$ cat src/rtl/delay_sched_if.sv
// delay_sched_if
//   Bundles the request/grant signals of the shared delay counter.
//   Ports (by modport):
//     master : drives req, len; observes gnt, done, err, busy, cnt
//     slave  : observes req, len; drives gnt, done, err, busy, cnt
//   req  [NREQ]        per-requester level request, held until done
//   len  [NREQ*CBITS]  per-requester length, slice i = len[i*CBITS +: CBITS]
//   gnt  [NREQ]        one-hot owner of the counter
//   done [NREQ]        one-cycle completion pulse to the owner
//   err                one-cycle pulse on a rejected length
//   busy               scheduler is not idle
//   cnt  [CBITS]       current delay count
interface delay_sched_if #(
    parameter int NREQ  = 4,
    parameter int CBITS = 15
);
    logic [NREQ-1:0]       req;
    logic [NREQ*CBITS-1:0] len;
    logic [NREQ-1:0]       gnt;
    logic [NREQ-1:0]       done;
    logic                  err;
    logic                  busy;
    logic [CBITS-1:0]      cnt;

    modport master (
        output req, len,
        input  gnt, done, err, busy, cnt
    );

    modport slave (
        input  req, len,
        output gnt, done, err, busy, cnt
    );
endinterface

$ cat src/rtl/delay_sched.sv
// delay_sched
//   Shares one delay counter among NREQ requesters. An idle scheduler picks
//   the next requester round-robin, checks its length, and then either runs
//   the counter for that many cycles (gnt high, then a done pulse) or
//   rejects the request with a one-cycle err pulse.
//   Ports:
//     clk  rising-edge clock
//     rst  asynchronous active-high reset
//     bus  delay_sched_if.slave (req, len in; gnt, done, err, busy, cnt out)
module delay_sched #(
    parameter int NREQ  = 4,
    parameter int CBITS = 15,
    parameter int DMAX  = 17500
) (
    input  logic          clk,
    input  logic          rst,
    delay_sched_if.slave  bus
);
    localparam int IW = (NREQ > 1) ? $clog2(NREQ) : 1;
    localparam logic [CBITS-1:0] DMAX_C = CBITS'(DMAX);

    typedef enum logic [1:0] {IDLE, RUN, DONE, REJ} state_t;

    state_t           r_state;
    logic [NREQ-1:0]  r_gnt;
    logic [NREQ-1:0]  r_done;
    logic             r_err;
    logic             r_busy;
    logic [CBITS-1:0] r_cnt;
    logic [CBITS-1:0] r_len;
    logic [IW-1:0]    r_ptr;

    logic             w_pickValid;
    logic [IW-1:0]    w_pickIdx;
    logic [NREQ-1:0]  w_pickOneHot;
    logic [CBITS-1:0] w_pickLen;
    logic             w_lenOk;
    logic             w_ownerReq;
    logic             w_lastCycle;

    // Round-robin search starting just after the last selected requester.
    // Walking the offsets from far to near lets the nearest hit win.
    always_comb begin
        w_pickValid = 1'b0;
        w_pickIdx   = '0;
        for (int k = NREQ; k >= 1; k--) begin
            if (bus.req[(int'(r_ptr) + k) % NREQ]) begin
                w_pickValid = 1'b1;
                w_pickIdx   = IW'((int'(r_ptr) + k) % NREQ);
            end
        end
    end

    always_comb begin
        w_pickOneHot = '0;
        for (int i = 0; i < NREQ; i++) begin
            w_pickOneHot[i] = (w_pickIdx == IW'(i));
        end
    end

    assign w_pickLen   = bus.len[int'(w_pickIdx)*CBITS +: CBITS];
    assign w_lenOk     = (w_pickLen != '0) && (w_pickLen <= DMAX_C);
    // The owner is whoever holds gnt, so its request is simply req masked by gnt.
    assign w_ownerReq  = |(bus.req & r_gnt);
    assign w_lastCycle = (r_cnt == r_len - 1'b1);

    // Single-process FSM; every output is a register updated alongside the state.
    always_ff @(posedge clk or posedge rst) begin
        if (rst) begin
            r_state <= IDLE;
            r_gnt   <= '0;
            r_done  <= '0;
            r_err   <= 1'b0;
            r_busy  <= 1'b0;
            r_cnt   <= '0;
            r_len   <= '0;
            r_ptr   <= IW'(NREQ - 1);
        end else begin
            r_done <= '0;
            r_err  <= 1'b0;
            case (r_state)
                IDLE: begin
                    if (w_pickValid) begin
                        r_ptr  <= w_pickIdx;
                        r_busy <= 1'b1;
                        if (w_lenOk) begin
                            r_state <= RUN;
                            r_len   <= w_pickLen;
                            r_cnt   <= '0;
                            r_gnt   <= w_pickOneHot;
                        end else begin
                            r_state <= REJ;
                            r_err   <= 1'b1;
                        end
                    end
                end
                RUN: begin
                    // A dropped owner request takes priority over completion.
                    if (!w_ownerReq) begin
                        r_state <= IDLE;
                        r_gnt   <= '0;
                        r_cnt   <= '0;
                        r_busy  <= 1'b0;
                    end else if (w_lastCycle) begin
                        r_state <= DONE;
                        r_done  <= r_gnt;
                        r_gnt   <= '0;
                        r_cnt   <= '0;
                    end else begin
                        r_cnt <= r_cnt + 1'b1;
                    end
                end
                DONE, REJ: begin
                    r_state <= IDLE;
                    r_busy  <= 1'b0;
                end
                default: begin
                    r_state <= IDLE;
                    r_gnt   <= '0;
                    r_cnt   <= '0;
                    r_busy  <= 1'b0;
                end
            endcase
        end
    end

    assign bus.gnt  = r_gnt;
    assign bus.done = r_done;
    assign bus.err  = r_err;
    assign bus.busy = r_busy;
    assign bus.cnt  = r_cnt;
endmodule

$ cat src/flat_wrapper.sv
// flat-port wrapper written by rule: the top's interface ports become plain ports
module delay_sched_flat 
#(
    parameter int NREQ  = 4,
    parameter int CBITS = 15,
    parameter int DMAX  = 17500
)
  (clk, rst, bus_req, bus_len, bus_gnt, bus_done, bus_err, bus_busy, bus_cnt);
  delay_sched_if #(.NREQ(NREQ), .CBITS(CBITS)) bus_i ();
  input  logic clk;
  input  logic rst;
  input wire logic [$bits(bus_i.req)-1:0] bus_req;
  input wire logic [$bits(bus_i.len)-1:0] bus_len;
  output wire logic [$bits(bus_i.gnt)-1:0] bus_gnt;
  output wire logic [$bits(bus_i.done)-1:0] bus_done;
  output wire logic [$bits(bus_i.err)-1:0] bus_err;
  output wire logic [$bits(bus_i.busy)-1:0] bus_busy;
  output wire logic [$bits(bus_i.cnt)-1:0] bus_cnt;
  assign bus_i.req = bus_req;
  assign bus_i.len = bus_len;
  assign bus_gnt = bus_i.gnt;
  assign bus_done = bus_i.done;
  assign bus_err = bus_i.err;
  assign bus_busy = bus_i.busy;
  assign bus_cnt = bus_i.cnt;
  delay_sched #(.NREQ(NREQ), .CBITS(CBITS), .DMAX(DMAX)) u_core (.clk(clk), .rst(rst), .bus(bus_i));
endmodule
$ cat config.mk
export PLATFORM = sky130hd
export DESIGN_NAME = delay_sched_flat
export DESIGN_NICKNAME = d
export VERILOG_FILES = /design/src/rtl/delay_sched_if.sv /design/src/rtl/delay_sched.sv /design/src/flat_wrapper.sv
export SDC_FILE = /design/constraint.sdc
export NUM_CORES = 1
export LEC_CHECK = 0
export CORE_ASPECT_RATIO = 2
export CORE_UTILIZATION = 44
export CTS_CLUSTER_SIZE = 14
export DETAILED_ROUTE_END_ITERATION = 10
export PLACE_DENSITY_LB_ADDON = 0.3
export SETUP_SLACK_MARGIN = 0.02
export SYNTH_ARGS = -nofsm -noshare
export SYNTH_HDL_FRONTEND = slang
export SYNTH_SLANG_ARGS = --single-unit
export TNS_END_PERCENT = 20
$ cat constraint.sdc
create_clock -name clk -period 3.5 [get_ports clk]
set_input_delay 0.875 -clock clk [delete_from_list [all_inputs] [get_ports clk]]
set_output_delay 0.875 -clock clk [all_outputs]
set_load 0.01 [all_outputs]
==> results of run 1 <==
==> layout make-up <==
class                      count  area, um^2  share of cell area, %
clock buffer                   6         139                   2.93
multi-input combinational    256        2000                   42.2
timing repair buffer         135        1340                   28.2
inverter                       9        33.8                  0.714
tap                           90         113                   2.38
sequential                    44        1100                   23.3
clock inverter                 2        10.0                  0.212
==> Yosys cell counts, types with 2 or more instances <==
cell type,count,area (um^2)
a211oi_1,3,22.5
a21o_1,2,15.0
a21oi_1,11,55.1
a22oi_1,3,22.5
a31oi_1,3,18.8
a32o_1,5,50.1
and3_1,17,106
buf_2,5,25.0
buf_4,2,15.0
buf_6,3,33.8
clkbuf_1,5,18.8
dfrtp_1,42,1050
dfstp_2,2,52.6
ha_1,2,25.0
inv_1,9,33.8
mux2_2,8,90.1
mux2_4,6,90.1
mux2i_1,43,430
nand2_1,11,41.3
nand2b_1,18,113
nand3_1,6,30.0
nand4_1,3,18.8
nor2_1,20,75.1
nor2b_1,7,43.8
nor3_1,4,20.0
nor4_1,8,50.1
o21ai_0,12,60.1
o21ai_1,22,110
o221ai_4,2,52.6
o31ai_1,3,22.5
xnor2_1,16,140
xor2_1,4,35.0
==> how the worst max path moves through the flow <==
| stage | slack [ns] | from | endpoint | cells after the start |
|---|---|---|---|---|
| 6_report | 0.006 | bus_req[1] | u_core.r_len[8] | 15 |
| 5_1_grt | -0.08 | bus_req[0] | u_core.r_len[10] | 14 |
| 3_3_place_gp | -0.70 | bus_req[3] | u_core.r_len[12] | 12 |
| 3_5_place_dp | -0.81 | bus_req[3] | u_core.r_len[8] | 12 |
| 2_1_floorplan | -0.07 | bus_req[1] | u_core.r_len[0] | 11 |
| 4_1_cts | -0.19 | bus_req[0] | u_core.r_len[8] | 14 |
==> sequential cells by signal, indices dropped and copies added, names as in the netlist <==
signal,cells
u_core.bus.busy,1
u_core.bus.cnt,15
u_core.bus.done,4
u_core.bus.err,1
u_core.r_len,15
u_core.r_state,2
u_core.bus.gnt,4
u_core.r_ptr,2
==> where the power goes <==
part / leakage, nW / internal [W] / switching (W) / total [W]
clock: 0.0766 / 0.000281 / 0.000186 / 0.000466
combinational: 1.45 / 0.00114 / 0.000883 / 0.00202
sequential: 0.566 / 0.000670 / 0.000218 / 0.000888
total: 2.09 / 0.00209 / 0.00129 / 0.00338
==> through the flow <==
step	hold slack, ns	power, W
3_5_place_dp	0.529	0.00259
5_1_grt	0.567	0.00358
6_report	0.540	0.00338
3_3_place_gp	0.509	0.00253
4_1_cts	0.543	0.00333
2_1_floorplan	0.490	0.00205
==> kinds of logic after synthesis <==
kind of cell               after synthesis
and+or+nand+nor                        105
muxes                                   58
xor gates and xnor gates                20
DFF                                     44
adders and majority gates                2
buffers and inverters                   25
AOI/OAI and AO/OA                       70
==> critical path, stage by stage <==
cell	delay [ns]
buf_6	0.09
a21o_1	0.18
a31oi_4	0.21
buf_12	0.15
buf_16	0.10
buf_4	0.12
buf_4	0.12
mux2i_4	0.21
a21oi_2	0.08
or4_4	0.56
o221ai_4	0.19
nand2_4	0.10
buf_12	0.13
nor2_8	0.21
mux2_4	0.33
==> layer usage <==
metal | part of all wire (%) | global-route usage [%] | routed length, um | up-vias
met2 | 57 | 42.2 | 4560 | 87
met4 | 4.0 | 11.8 | 318 | 0
met3 | 3.2 | 3.29 | 257 | 18
met5 | 0 | 0 | 0 | -
li1 | - | - | - | 1437
met1 | 35 | 23.5 | 2810 | 1384
==> timing repair <==
item | in CTS | in global routing
setup endpoints to repair | 36 | 35
gates resized for setup | 29 | 11
pin swaps | 16 | 9
cloned | 2 | 0
buffers inserted | 8 | 2
==> flow_summary.toml, run 1 <==
[timing]
post-route-min-period_ns = 3.49
worst_slack_ns = 0.00588
fin_skew_ns = 0.00378
tightest_slew_ns = 0.547
finalMaxSlewViolations = 0
hold_viol_final = 0
finalSetupViolations = 0
grt_setup_unrepaired = "true"
finalSetupTns_ns = 0
max_freq_ghz = 0.286
slew_headroom_pct = 63.6
finalCritPeriodShare_pct = 99.8

[synth]
synth_fa_ha_area_share_pct = 0.788
ys_ff_latch = 44
yosysSeqAreaShare_pct = 34.8
synth_ff_type = "dfrtp_1"
synth-compound-area-share_pct = 15.6
syn_area_per_cell_um2 = 9.80
synth_xor_area_share_pct = 5.52
synth.mux.area_fraction_pct = 19.6
synth_cell_types = 49
ys_async_sr_fraction_pct = 100
synth-simple-area-share_pct = 19.3
yosys_warnings = 0
synth.cell_area_mm2 = 0.00317
synth-edff-count = 0
synth_nets = 392
syn_inst = 324
synth_top_family_by_area = "multiplexers"

[worst_setup_path]
r2r_cells = 14
critical_path_arrival_ns = 3.67
end_kind = "flop"
r2r_start = "u_core.r_ptr[1]"
required_ns = 3.67
start_kind = "input pin"
reg2reg_slack_ns = 0.08
r2r_end = "u_core.r_len[8]"
critical_path_class = "in2reg"
path_max_fanout = 8

[floorplanning]
fp.dieH_um = 122
floorplan.initialDensity_pct = 45.7
die_area_mm2 = 0.00758
coreArea_mm2 = 0.00694
row_count = 43
ioPinCount = 91
fp.dieW_um = 62.1

[power]
vdd_ir_drop_max_mv = 0.405
p_leak_nw = 2.09
p_per_area_mw_per_mm2 = 713

[grt]
grt_pass1_wl_mm = 12.9
grt_usage_pct = 23.0
grt_pass1_vias = 2870
antenna_found_initial = 0
grt_max_degree = 45
grt-ovfl-total = 0

[placed_design]
gp_routability_congestion = 0.791
dp_hpwl_mm = 5.93
place_ws_ns = -0.807
dp.cells = 522
placed_cell_area_mm2 = 0.00435
io_buffers = 90

[min_path]
min_to = "u_core.r_ptr[0]"
min_path_cells = 2
hold_start = "u_core.r_ptr[0]"
hp-class = "reg2reg"

[layout]
drive_above_1_share_pct = 19.9
final_cells = 542
final_nets = 519
mostFrequentLayoutCells = "clkdlybuf4s50_1, dfrtp_1, mux2i_1"
final_core_util_pct = 68.2
stdcell_area_mm2 = 0.00473
area_growth_syn_to_layout_pct = 49.1
antenna_cells = 0
nFillCells = 531
layout_commonest_cell = "clkdlybuf4s50_1"

[clocking]
clkSinkCount = 44
worstSkewPairLatency_ns = 0.29
cts_buffer_depth = 2
cts_root_buf = "clkbuf_16"
holdBufCountCts = 0
tritoncts = "done"
numCtsBuffers = 5
htree_levels = 2
clkTransAtPathRegs_ns = 0.06

[routing]
vias = 2926
drcViolationCount = 0
drt_iter0_drc = 117
viasPerCell = 5.40
avgRoutedWirePerCell_um = 14.7
dr.pass1.iters = 4
routed_wl_mm = 7.95
detail-route-antenna-nets = 0

[run_status]
status = "finished clean"

[run]
max_cap_viol_count = 0
No activity file was read; power rests on OpenSTA's default activity.
==> inputs of run 2 (changes only) <==
- SETUP_SLACK_MARGIN: 0.02 -> unset
==> results of run 2 <==
Final layout, timing and power as in run 1 (identical DEF).
==> inputs of run 3 (changes only) <==
- CAP_MARGIN: unset -> 10
==> results of run 3 <==
Final layout, timing and power as in run 1 (identical DEF).
